<file path="src/rtl/jtpang_objdma.sv">
// Object-RAM DMA: on a dma_go edge, take the Z80 bus and copy LEN bytes into the object buffer.
// Optional JTPANG_DMA_VBLANK_EN: hold new transfers until vertical blank (LVBL low).
module jtpang_objdma #(
  parameter int            AW       = 12,
  parameter int            LEN      = 512,
  parameter int            BW       = 9,
  parameter logic [AW-1:0] SRC_BASE = 12'h000
) (
  input  logic          clk,
  input  logic          rst_n,
  input  logic          cen,
  input  logic          dma_go,
  input  logic          LVBL,
  input  logic          busak_n,
  output logic          busrq,
  output logic [AW-1:0] src_addr,
  output logic          src_rd,
  input  logic [7:0]    src_din,
  output logic [BW-1:0] buf_addr,
  output logic [7:0]    buf_dout,
  output logic          buf_we,
  output logic          busy,
  output logic          done
);

  typedef enum logic [2:0] {IDLE, REQ, RD, WR, REL} state_t;

  localparam logic [BW:0] LAST = (BW+1)'(LEN-1);

  state_t        state, state_nx;
  logic [BW:0]   cnt, cnt_nx, cnt_inc;
  logic          pend, pend_nx, go_last, go_last_nx, go_edge, gate;
  logic          busrq_nx, src_rd_nx, busy_nx, done_nx;
  logic [AW-1:0] src_addr_nx;
  logic [BW-1:0] buf_addr_nx;
  logic [7:0]    buf_dout_nx;

`ifdef JTPANG_DMA_VBLANK_EN
  assign gate = ~LVBL;
`else
  logic unused_lvbl;
  assign unused_lvbl = LVBL;
  assign gate        = 1'b1;
`endif

  assign go_edge = dma_go & ~go_last;
  assign cnt_inc = cnt + (BW+1)'(1);
  // The write strobe lives only in the cen slot of WR, so reset kills it at once
  assign buf_we  = cen & (state == WR);

  always_ff @(posedge clk or negedge rst_n) begin
    if (!rst_n) begin
      state    <= IDLE;
      cnt      <= '0;
      pend     <= 1'b0;
      go_last  <= 1'b0;
      busrq    <= 1'b0;
      src_addr <= SRC_BASE;
      src_rd   <= 1'b0;
      buf_addr <= '0;
      buf_dout <= '0;
      busy     <= 1'b0;
      done     <= 1'b0;
    end else begin
      state    <= state_nx;
      cnt      <= cnt_nx;
      pend     <= pend_nx;
      go_last  <= go_last_nx;
      busrq    <= busrq_nx;
      src_addr <= src_addr_nx;
      src_rd   <= src_rd_nx;
      buf_addr <= buf_addr_nx;
      buf_dout <= buf_dout_nx;
      busy     <= busy_nx;
      done     <= done_nx;
    end
  end

  always_comb begin
    state_nx    = state;
    cnt_nx      = cnt;
    pend_nx     = pend;
    go_last_nx  = go_last;
    busrq_nx    = busrq;
    src_addr_nx = src_addr;
    src_rd_nx   = src_rd;
    buf_addr_nx = buf_addr;
    buf_dout_nx = buf_dout;
    busy_nx     = busy;
    done_nx     = 1'b0;
    if (cen) begin
      go_last_nx = dma_go;
      // Edge is queued first; an IDLE start in the same slot consumes it
      if (go_edge) pend_nx = 1'b1;
      case (state)
        IDLE: if ((pend || go_edge) && gate) begin
          pend_nx  = 1'b0;
          cnt_nx   = '0;
          busy_nx  = 1'b1;
          busrq_nx = 1'b1;
          state_nx = REQ;
        end
        REQ: if (!busak_n) begin
          src_addr_nx = SRC_BASE + AW'(cnt);
          src_rd_nx   = 1'b1;
          state_nx    = RD;
        end
        RD: begin
          src_rd_nx   = 1'b0;
          buf_addr_nx = cnt[BW-1:0];
          buf_dout_nx = src_din;
          state_nx    = WR;
        end
        WR: if (cnt == LAST) begin
          busrq_nx = 1'b0;
          state_nx = REL;
        end else begin
          cnt_nx      = cnt_inc;
          src_addr_nx = SRC_BASE + AW'(cnt_inc);
          src_rd_nx   = 1'b1;
          state_nx    = RD;
        end
        REL: if (busak_n) begin
          busy_nx  = 1'b0;
          done_nx  = 1'b1;
          state_nx = IDLE;
        end
        default: state_nx = IDLE;
      endcase
    end
  end

endmodule

</file>
<file path="config.mk">
export PLATFORM = sky130hd
export DESIGN_NAME = jtpang_objdma
export DESIGN_NICKNAME = d
export VERILOG_FILES = /design/src/rtl/jtpang_objdma.sv
export SDC_FILE = /design/constraint.sdc
export NUM_CORES = 1
export LEC_CHECK = 0
export ABC_CLOCK_PERIOD_IN_PS = 2350
export BUFFER_PORTS_ARGS = -buffer_cell sky130_fd_sc_hd__buf_2
export CORE_ASPECT_RATIO = 2
export CORE_MARGIN = 1.5
export CORE_UTILIZATION = 49
export DETAILED_ROUTE_END_ITERATION = 10
export PLACE_DENSITY = 0.73
export SYNTH_ARGS = -nofsm -noshare
export SYNTH_HDL_FRONTEND = slang
export SYNTH_SLANG_ARGS = --single-unit
</file>
<file path="constraint.sdc">
create_clock -name clk -period 2.35 [get_ports clk]
set_input_delay 0.47 -clock clk [delete_from_list [all_inputs] [get_ports clk]]
set_output_delay 0.47 -clock clk [all_outputs]
set_load 0.02 [all_outputs]
</file>
==> impl_results.md <==
- Run status: complete, no violations
- Switching power: 957 uW
- Number of DRC markers in iteration 0: 28
- Placed insts: 285
- Hold Buf Count CTS: 0
- Number of global-route vias before repair: 1651
- Unrepaired setup endpoints after global routing: false
- Root buffer cell: clkbuf_8
- Worst r2r dst: src_addr[6]$_DFFE_PN0P_
- Maxcap violations: 0
- Initial antenna violation count: 0
- Count leader, synth: dfrtp_1
- Worst slack, placed: 0.375 ns
- Setup tns final: 0 ns
- Clk slew on worst S/H paths: 0.09 ns
- Grt total ovfl: 0
- Most used DFF post-synth: dfrtp_1
- Reg2Reg Launch Point: cnt[0]$_DFFE_PN0P_
- Comb power frac: 36.5%
- DP HPWL: 3450 um
- Placed Area: 2580 um^2
- Critical path endpoint category: output port
- Global-route wire length before repair: 7730 um
- Worst slew pin tran: 0.514 ns
- Worst hold margin: 0.0107 ns
- IO Count: 48
- Initial Utilization: 51.0%
- Chip width: 51.9 um
- Most instantiated cells after synthesis: dfrtp_1 (46), mux2_2 (25), o31ai_1 (13), nand2_1 (8)
- Final ANT Viol Nets: 0
- Critical Path Max Stage Delay: 0.67 ns
- DRC: 0
- Max_slew headroom: 65.8%
- Core box area: 4600 um^2
- Gpl congestion: 0.843
- Async set-reset flop share out of synthesis: 100%
- PD cells: 935 nW/um^2
- Hold Vio Cnt, Final: 0
- Worst IR Drop VDD: 0.770 mV
- Crit path cell chain: nand3b_4, inv_1, and2_1, buf_2
- Final non-filler cell area: 2670 um^2
- Switch share: 38.3%
- Die area: 5240 um^2
- Gate count of the mapped netlist: 195
- Synth Warn #: 0
- Synthesized cell area: 2350 um^2
- GRT Total Usage: 20.0%
- Detailed Routing Iterations Pass 1: 4
- Final setup fails: 0
- Leak Pwr: 1.28 nW
- Syn_area_per_cell: 12.0 um^2
- Worst Path Max Fanout: 12
- H-tree Lvls: 2
- Fin crit period: 2.15 ns
- Largest net degree at the start of global routing: 27
- Synth top area cells: dfrtp_1 (49%), mux2_2 (12%), o31ai_1 (4.2%), buf_4 (2.2%), xnor2_1 (2.2%)
- Seq/Total Area, Yosys: 49.0%
- DRT Wirelength: 4590 um
- ANT cells: 0
- Vias: 1617
- Clock Skews: 0.00692 ns
- Site row count: 35
- Setup Fix Bufs, Post-CTS: 0
- Final Non-Filler Cells: 293
- # nets final: 253
- Clk sink count: 46
- Clk_lat worst skew: 0.30 ns
- Worst Hold Class: input pin to async pin
- FF-to-FF path depth: 5
- Clock group share of total power: 20.0%
- Final period utilization: 91.6%
- Leading area contributor after synthesis: dfrtp_1
- TritonCTS Buffers: 5
- Number of unique standard cell types used by synthesis: 55
- Slowest cell on crit path: dfrtp_1
- Crit start category: flip-flop
- Number of flops mapped to enable cells by yosys: 0
- Internal power: 1.54 mW
- Synth top area share: 49.0%
- Register bit count reported by yosys: 46
- Proportion of layout cells with a drive suffix above 1: 41.6%
- Final worst slack: 0.198 ns
- CTS resizes: 0
- Clock Tree Buf Depth: 2
- Port Buffers: 44
- Synth-to-layout area growth: 13.9%
- Die span in y: 101 um
- Critical path arrival: 1.68 ns
- Required time worst endpoint: 1.88 ns
- Max frequency: 465 MHz
- Pins Over Slew Limit: 0
- CTS tree: done
- Vias/cell: 5.52
- Kind of critical path: flip-flop to output port
- DR WL/cell: 15.7 um
- Part of the power in registers: 43.5%
- R2R setup slack: 0.38 ns
final cells by class:
type	instances	area (um^2)
fill	416	1930
sequential	46	1150
inverter	3	11.3
tap	55	68.8
timing repair buffer	50	265
clock inverter	3	25.0
multi-input combinational	131	1080
clock buffer	5	68.8
worst max-delay path: cells and delay by family, from the launching register on:
kind                   cells  cell delay (ns)
buffers and inverters      2             0.31
DFF                        1             0.67
and+or+nand+nor            2             0.39
sequential cells by signal (all words and copies together), names as in the netlist, 3 cells and up:
name / flops
cnt: 10
src_addr: 10
buf_dout: 8
buf_addr: 9
state: 3
metrics by stage:
stage                     total power, mW  util (%)
after floorplan                      1.79         -
after global routing                 2.66      58.1
after global placement               2.00      56.1
after CTS                            2.54      58.1
final                                2.50      58.1
after detailed placement             2.03      56.1
how the worst max path moves through the flow:
stage | start | end | slack, ns
global placement | cnt[0]$_DFFE_PN0P_ | src_addr[6]$_DFFE_PN0P_ | 0.40
detailed placement | cnt[0]$_DFFE_PN0P_ | src_addr[6]$_DFFE_PN0P_ | 0.37
floorplan | cnt[0]$_DFFE_PN0P_ | cnt[0]$_DFFE_PN0P_ | 0.63
finish | state[0]$_DFFE_PN0P_ | buf_we | 0.20
global route | state[0]$_DFFE_PN0P_ | buf_we | 0.06
CTS | state[0]$_DFFE_PN0P_ | buf_we | 0.17
per-layer routing:
| metal | track usage (%) | part of all wire [%] |
|---|---|---|
| met2 | 33.9 | 55 |
| met3 | 3.56 | 3.2 |
| met5 | 0 | 0 |
| met1 | 22.7 | 38 |
| met4 | 11.3 | 3.6 |
cell families (layout without fill, tap and decap cells):
logic type,Yosys count,count (layout),synth area share [%]
AOI/OAI and AO/OA,40,40,12.3
xor gates and xnor gates,9,9,3.36
other,1,2,0.160
adders and majority gates,2,2,1.07
DFF,46,46,49.0
buffers and inverters,19,61,5.01
and+or+nand+nor,48,48,14.4
muxes,30,30,14.7
power by group through the flow:
stage          sequential (mW)  clock, mW  combinational (mW)
2_1_floorplan             1.18          0               0.613
3_3_place_gp              1.09          0               0.907
3_5_place_dp              1.10          0               0.928
4_1_cts                   1.09      0.521               0.931
5_1_grt                   1.11      0.546                1.00
6_report                  1.09      0.500               0.912
placed cells by master, fill, tap and decap left out, types with 2 or more instances in the layout:
cell type  instances
clkbuf_8           5
mux2_1             2
o31ai_1           13
nand3_1            6
o41ai_1            3
and2_1             4
buf_2             44
nor2b_1            2
conb_1             2
xnor2_1            6
dfrtp_1           46
a21oi_1            7
mux2_4             2
nor2_1             7
o21ai_0            6
inv_1              3
xor2_1             3
ha_1               2
buf_4              6
mux2_2            25
nand2_1            8
Power figures use the tool's default switching activity.
